===== src/rtl/key_conditioner_pkg.sv =====
// Shared definitions for the key conditioner and other timer blocks.
package key_conditioner_pkg;

    // Edge/repeat FSM state encoding.
    typedef enum logic [1:0] {
        IDLE   = 2'b00,
        DELAY  = 2'b01,
        REPEAT = 2'b10
    } kc_state_e;

    // Bits needed to hold values 0..max_val (at least one bit).
    function automatic int unsigned cnt_width(input int unsigned max_val);
        return (max_val < 2) ? 1 : int'($clog2(max_val + 1));
    endfunction

endpackage


===== src/rtl/key_debounce.sv =====
// Two-flop synchroniser plus stability counter producing the debounced level.
module key_debounce
    import key_conditioner_pkg::*;
#(
    parameter int unsigned DEB_CYCLES = 16
) (
    input  logic clk,
    input  logic rst_n,
    input  logic key_n,
    output logic held,
    output logic rise_c,
    output logic fall_c
);

    localparam int unsigned CW = cnt_width(DEB_CYCLES - 1);
    localparam logic [CW-1:0] CNT_LAST = CW'(DEB_CYCLES - 1);

    logic          sync1;
    logic          key_s;
    logic [CW-1:0] cnt;
    logic          accept_c;

    // The differing level has persisted long enough to be taken on this edge.
    assign accept_c = (key_s != held) && (cnt == CNT_LAST);
    assign rise_c   = accept_c && key_s;
    assign fall_c   = accept_c && !key_s;

    // Synchronise the inverted (active-high) key into the clock domain.
    always_ff @(posedge clk or negedge rst_n) begin
        if (!rst_n) begin
            sync1 <= 1'b0;
            key_s <= 1'b0;
        end else begin
            sync1 <= ~key_n;
            key_s <= sync1;
        end
    end

    // Count consecutive differing cycles; any bounce back discards the count.
    always_ff @(posedge clk or negedge rst_n) begin
        if (!rst_n) begin
            cnt  <= '0;
            held <= 1'b0;
        end else if (key_s == held) begin
            cnt <= '0;
        end else if (accept_c) begin
            cnt  <= '0;
            held <= key_s;
        end else begin
            cnt <= cnt + 1'b1;
        end
    end

endmodule


===== src/rtl/key_conditioner.sv =====
// Per-key conditioner: debounced level, press/release pulses and auto-repeat.
// The release pulse port is named "released" because "release" is reserved.
module key_conditioner
    import key_conditioner_pkg::*;
#(
    parameter int unsigned DEB_CYCLES    = 16,
    parameter bit          AUTO_REPEAT   = 1'b1,
    parameter int unsigned REPEAT_DELAY  = 64,
    parameter int unsigned REPEAT_PERIOD = 16
) (
    input  logic clk,
    input  logic rst_n,
    input  logic key_n,
    output logic held,
    output logic press,
    output logic released,
    output logic repeating
);

    localparam int unsigned TMR_MAX =
        ((REPEAT_DELAY > REPEAT_PERIOD) ? REPEAT_DELAY : REPEAT_PERIOD) - 1;
    localparam int unsigned TW = cnt_width(TMR_MAX);
    localparam logic [TW-1:0] DELAY_LAST  = TW'(REPEAT_DELAY - 1);
    localparam logic [TW-1:0] PERIOD_LAST = TW'(REPEAT_PERIOD - 1);

    kc_state_e     state;
    logic [TW-1:0] tmr;
    logic          rise_c;
    logic          fall_c;

    key_debounce #(
        .DEB_CYCLES(DEB_CYCLES)
    ) u_debounce (
        .clk   (clk),
        .rst_n (rst_n),
        .key_n (key_n),
        .held  (held),
        .rise_c(rise_c),
        .fall_c(fall_c)
    );

    // Edge/repeat FSM; a release always wins over a repeat tick due the same cycle.
    always_ff @(posedge clk or negedge rst_n) begin
        if (!rst_n) begin
            state     <= IDLE;
            tmr       <= '0;
            press     <= 1'b0;
            released  <= 1'b0;
            repeating <= 1'b0;
        end else begin
            press    <= 1'b0;
            released <= 1'b0;
            if (fall_c) begin
                released  <= 1'b1;
                tmr       <= '0;
                state     <= IDLE;
                repeating <= 1'b0;
            end else begin
                case (state)
                    IDLE: begin
                        if (rise_c) begin
                            press <= 1'b1;
                            tmr   <= '0;
                            if (AUTO_REPEAT) state <= DELAY;
                        end
                    end
                    DELAY: begin
                        if (tmr == DELAY_LAST) begin
                            press     <= 1'b1;
                            tmr       <= '0;
                            state     <= REPEAT;
                            repeating <= 1'b1;
                        end else begin
                            tmr <= tmr + 1'b1;
                        end
                    end
                    REPEAT: begin
                        if (tmr == PERIOD_LAST) begin
                            press <= 1'b1;
                            tmr   <= '0;
                        end else begin
                            tmr <= tmr + 1'b1;
                        end
                    end
                    default: begin
                        state     <= IDLE;
                        tmr       <= '0;
                        repeating <= 1'b0;
                    end
                endcase
            end
        end
    end

endmodule


===== config.mk =====
export PLATFORM = sky130hd
export DESIGN_NAME = key_conditioner
export DESIGN_NICKNAME = d
export VERILOG_FILES = /design/src/rtl/key_conditioner_pkg.sv /design/src/rtl/key_debounce.sv /design/src/rtl/key_conditioner.sv
export SDC_FILE = /design/constraint.sdc
export NUM_CORES = 1
export LEC_CHECK = 0
export BUFFER_PORTS_ARGS = -buffer_cell sky130_fd_sc_hd__buf_4
export CAP_MARGIN = 20
export CORE_MARGIN = 2
export CORE_UTILIZATION = 40
export CTS_BUF_LIST = sky130_fd_sc_hd__clkbuf_4
export DETAILED_ROUTE_END_ITERATION = 7
export GPL_ROUTABILITY_DRIVEN = 0
export PLACE_DENSITY_LB_ADDON = 0.3
export SKIP_CTS_REPAIR_TIMING = 1
export SYNTH_ARGS = -nofsm -noshare
export SYNTH_HDL_FRONTEND = slang
export SYNTH_SLANG_ARGS = --single-unit
export TNS_END_PERCENT = 5

===== constraint.sdc =====
create_clock -name clk -period 3.66 [get_ports clk]
set_input_delay 0.183 -clock clk [delete_from_list [all_inputs] [get_ports clk]]
set_output_delay 0.183 -clock clk [all_outputs]
set_load 0.02 [all_outputs]

==> Word level (Yosys, flattened, before mapping) <==
Index checks and enable logic that the tools add are counted.
{ "totals": {"regBits": 18, "inputBits": 3, "output_inout_bits": 4, "elab_cells": 53} }
{ "op_classes": {"n_addsub": 2, "n_eq_ne": 11, "muxes": 20, "bitwise": 2, "n_reduce_logical": 9} }
{ "ops": {"columns": ["operator", "n"], "rows": [
  ["6-bit 2-to-1 mux", 4],
  ["6-bit one-hot mux with 3 select lines", 1],
  ["4-bit 2-to-1 mux", 2],
  ["1-bit 2-to-1 mux", 7],
  ["6-bit by 1-bit adder with 6-bit output (second input constant)", 1],
  ["6-bit by 4-bit == test with 1-bit output (second input constant)", 1],
  ["6-bit == test (second input constant)", 1],
  ["2-bit 2-to-1 mux", 3],
  ["3-bit != test (second input constant)", 2],
  ["2-bit one-hot mux with 3 select lines", 1],
  ["4-bit by 1-bit adder with 4-bit output (second input constant)", 1],
  ["4-bit == test (second input constant)", 1],
  ["2-bit AND reduction", 2],
  ["1-bit logical AND", 3],
  ["1-bit one-hot mux with 3 select lines", 1],
  ["3-bit AND reduction", 1],
  ["2-bit by 1-bit == test with 1-bit output (second input constant)", 1],
  ["2-bit == test (second input constant)", 1],
  ["2-bit logical NOT", 1],
  ["2-bit by 1-bit != test with 1-bit output (second input constant)", 1],
  ["2-bit != test (second input constant)", 1],
  ["1-bit inverter", 2],
  ["1-bit one-hot mux with 2 select lines", 1],
  ["2-bit OR reduction", 1],
  ["3 further kinds", 3]
]} }

==> Longest topological paths before layout <==
{ "depth": {"depth_word": 6, "mapped_depth": 6, "mapped_depth_nobuf": 6} }

==> By module <==
A second synthesis with hierarchy kept.
{ "unflattened": {"hier_cells": 93, "hier_area_um2": 979.7} }
{ "modules_own_cells": {"columns": ["module", "instances", "cells_each", "area_per_inst_um2", "seq_area_each_um2"], "rows": [
  ["key_conditioner", 1, 72, 690.7, 275.3],
  ["key_debounce", 1, 21, 289.0, 175.2]
]} }

==> Worst setup path after synthesis <==
OpenSTA, ideal clock, no wires.
{ "synth_timing": {"path_type": "register to register", "start": "register u_debounce.cnt[0]", "end": "register tmr[2]", "t_arrival_ns": 1.600, "required_time_ns": 3.582, "setup_slack_ns": 1.982, "stages_incl_launch_ff": 6, "period_less_slack_ns": 1.678, "path_cell_list": "dfrtp_1 ha_1 nand3_1 o21a_4 or4b_1 o2bb2ai_1"} }
{ "synth_via": {"elab_chain_cells": 4} }
{ "synth_rtl": {"columns": ["element", "line_no", "text"], "rows": [
  ["from (decl)", "key_debounce.sv:20", "logic [CW-1:0] cnt;"],
  ["from (signal assigned)", "key_debounce.sv:50", "cnt <= cnt + 1'b1;"],
  ["4-bit == test (*)", "key_debounce.sv:24", "assign accept_c = (key_s != held) && (cnt == CNT_LAST);"],
  ["1-bit logical AND (*)", "key_debounce.sv:24", null],
  ["1-bit logical AND, on equally long branches", "key_debounce.sv:25, key_debounce.sv:26", null],
  ["3-bit != test (no source line) / 6-bit 2-to-1 mux (equally long branches)", null, null],
  ["to (signal assigned)", "key_conditioner.sv:74", "tmr <= tmr + 1'b1;"],
  ["to (signal assigned)", "key_conditioner.sv:82", "tmr <= tmr + 1'b1;"],
  ["to (decl)", "key_conditioner.sv:27", "logic [TW-1:0] tmr;"]
]} }
Mark *: on every way between the ends. The rest lies on a longest branch, timed or not.
A chain may end at the register's enable or synchronous reset.

==> Worst setup path in the final report <==
{ "layout_timing": {"start": "register state[0]", "end": "register tmr[5]"} }
{ "layout_via": {"elab_chain_cells": 3} }
{ "layout_rtl": {"columns": ["element", "line_no", "text"], "rows": [
  ["from (decl)", "key_conditioner.sv:26", "kc_state_e state;"],
  ["from (signal assigned)", "key_conditioner.sv:45", "state <= IDLE;"],
  ["from (signal assigned)", "key_conditioner.sv:56", "state <= IDLE;"],
  ["from (signal assigned)", "key_conditioner.sv:64", "if (AUTO_REPEAT) state <= DELAY;"],
  ["2-bit == test (tied with other cells)", "key_conditioner.sv:59", "case (state)"],
  ["6-bit one-hot mux with 3 select lines", "key_conditioner.sv:59", null],
  ["6-bit 2-to-1 mux", "key_conditioner.sv:53", "if (fall_c) begin"]
]} }
Several ways; a longest one is shown, not always the timed one.

==> metrics.cfg <==
[status]
status = finished, final reports clean

[timing]
maxSlewHeadroom_pct = 56.3
finalSetupTns_ns = 0
setup_viol = 0
fmax_mhz = 521
worst_pin_slew_ns = 0.652
rsz0062_at_grt = false
finalHoldViolCount = 0
period_share_pct = 52.5
skew_ns = 0.00498
maxSlewViolCount = 0
fin_crit_ns = 1.92

[finish]
layout-drive-gt1-share_pct = 16.8
layout_commonest_cell = dfrtp_1
regArea_um2 = 450
syn_to_final_growth_pct = 13.0
nets = 118
final_cell_mix = dfrtp_1, nand2_1, ha_1
n_fill_cell = 225
multi_input_comb_area_um2 = 499
antenna-diode-count = 0

[clock_network]
clk_pin_slew_ns = 0.11
clk_path_buf_depth = 2
h-tree-depth = 1
insertion_delay_ns = 0.30
tritoncts = yes
clock_sinks = 18
cts-root-buf = clkbuf_4
cts_buffers = 3

[floorplan]
die_x_um = 53.2
dieArea_um2 = 2830
pin_count = 7
die_y_um = 53.2
rows = 17
core_area_um2 = 2250
start_util_pct = 43.0

[hold_path]
hp-class = input port to async pin

[logic_synthesis]
synth_area_per_cell_um2 = 10.2
synthCells = 95
synthFlopType = dfrtp_1
yosys_warnings = 0
synth_area_leaders = dfrtp_1, ha_1, a21oi_1
yosysTopAreaCellShare_pct = 46.5
syn_area_um2 = 968
synth_seq_cells = 18
synth_cell_type_count = 33
syn_nets = 105
synth_edf_count = 0
synth_top_area_cell = dfrtp_1
synth_seq_area_share_pct = 46.5
synthArstFlopShare_pct = 100

[worst_setup_path]
worstPathRequired_ns = 3.86
critPathTopFamily = compound AO/OA/AOI/OAI gates
cp-start-kind = register
cp_max_fo = 10
endpoint_kind = register
critPathBufInv = 1
path_cells = inv_1 > ha_1 > o31ai_2 > nor2_1 > a22o_2
critPathArrivalTime_ns = 2.12
crit_slowest_cell = o31ai_2
critPathKind = register to register
critical-path-max-stage-delay_ns = 0.62

[routing]
drtAntennaViolNets = 0
drtIter0Drc = 21
dr.pass1.iters = 4
routed_wl_um = 1840
viasPerCell = 5.70
vias = 770
drcViolationCount = 0
avgRoutedWirePerCell_um = 13.6

[grt]
grt-ovfl-total = 0
antenna_found_initial = 0
gr-usage-all-layers_pct = 15.6
grt_max_degree = 19
grt_pass1_vias = 697
grt_pass1_wl_um = 3180

[power_and_ir_drop]
leakage_nw = 0.479
ir_worst_vdd_mv = 0.241
p_per_area_nw_per_um2 = 560
finalPower_w = 0.000613

[place]
port_buffers = 6
dp_hpwl_um = 1350

[run]
timing.max_cap.violations = 0

==> worst paths after layout <==
path / start / endpoint / slack, ns / depth (start not counted)
max in group asynchronous: rst_n / tmr[5] / 3.19 / 2
max: state[0] / tmr[5] / 1.74 / 5
min in group clk: u_debounce.sync1 / u_debounce.key_s / 0.36 / 0
min: rst_n / u_debounce.cnt[1] / 0.27 / 2
max reg2reg: state[0] / tmr[5] / 1.74 / 5
min reg2reg: u_debounce.sync1 / u_debounce.key_s / 0.36 / 0
==> sequential cells by signal, indices dropped and copies added (netlist names) <==
name and flops:
u_debounce.cnt 4, tmr 6, u_debounce.key_s 1, state 2, u_debounce.sync1 1, released 1
press 1, repeating 1, u_debounce.held 1
==> cell usage after synthesis, drive strengths merged (2+ instances only) <==
| cell | count |
|---|---|
| xnor2 | 2 |
| nor3b | 2 |
| nand3 | 4 |
| o21ai | 8 |
| inv | 5 |
| or2 | 2 |
| nor2 | 6 |
| dfrtp | 18 |
| o31ai | 3 |
| ha | 7 |
| nor3 | 4 |
| nand4b | 3 |
| o21a | 2 |
| a22o | 2 |
| nor4 | 2 |
| nand2 | 7 |
| a21oi | 6 |
| a21o | 2 |
==> where the power goes <==
group	leakage [nW]	internal [W]	switching, W
clock network	0.0154	0.0000398	0.0000653
logic	0.223	0.000106	0.000161
registers	0.241	0.000219	0.0000217
==> cells by family (layout without fill, tap and decap cells) <==
logic type | Yosys count | in the layout | synth area share (%)
buffers and inverters | 5 | 17 | 1.94
xor gates and xnor gates | 2 | 2 | 1.81
muxes | 1 | 1 | 1.16
adders and majority gates | 7 | 7 | 9.04
DFF | 18 | 18 | 46.5
AOI/OAI and AO/OA | 26 | 26 | 18.7
and+or+nand+nor | 36 | 36 | 20.8
==> final cells by class <==
type	count	area share, %
sequential	18	41.1
tap	28	3.20
multi-input combinational	72	45.6
timing repair buffer	8	5.94
inverter	5	1.71
clock buffer	3	2.06
clock inverter	1	0.343
==> layer usage <==
metal / wire [µm] / GRT usage (%)
met1: 832 / 20.5
met2: 882 / 24.3
met3: 107 / 5.08
met4: 15 / 4.27
met5: 0 / 0
==> through the flow <==
step	utilization [%]	instance area (µm²)	setup WS (ns)	std cells	hold WS, ns
final	48.6	1090	1.74	135	0.270
after global routing	48.6	1090	1.57	135	0.290
after global placement	46.5	1050	1.82	129	0.0642
after detailed placement	46.5	1050	1.72	129	0.0662
after CTS	47.7	1070	1.71	133	-0.266
after floorplan	-	968	1.98	95	-0.113
(Power assumes the default switching activity.)
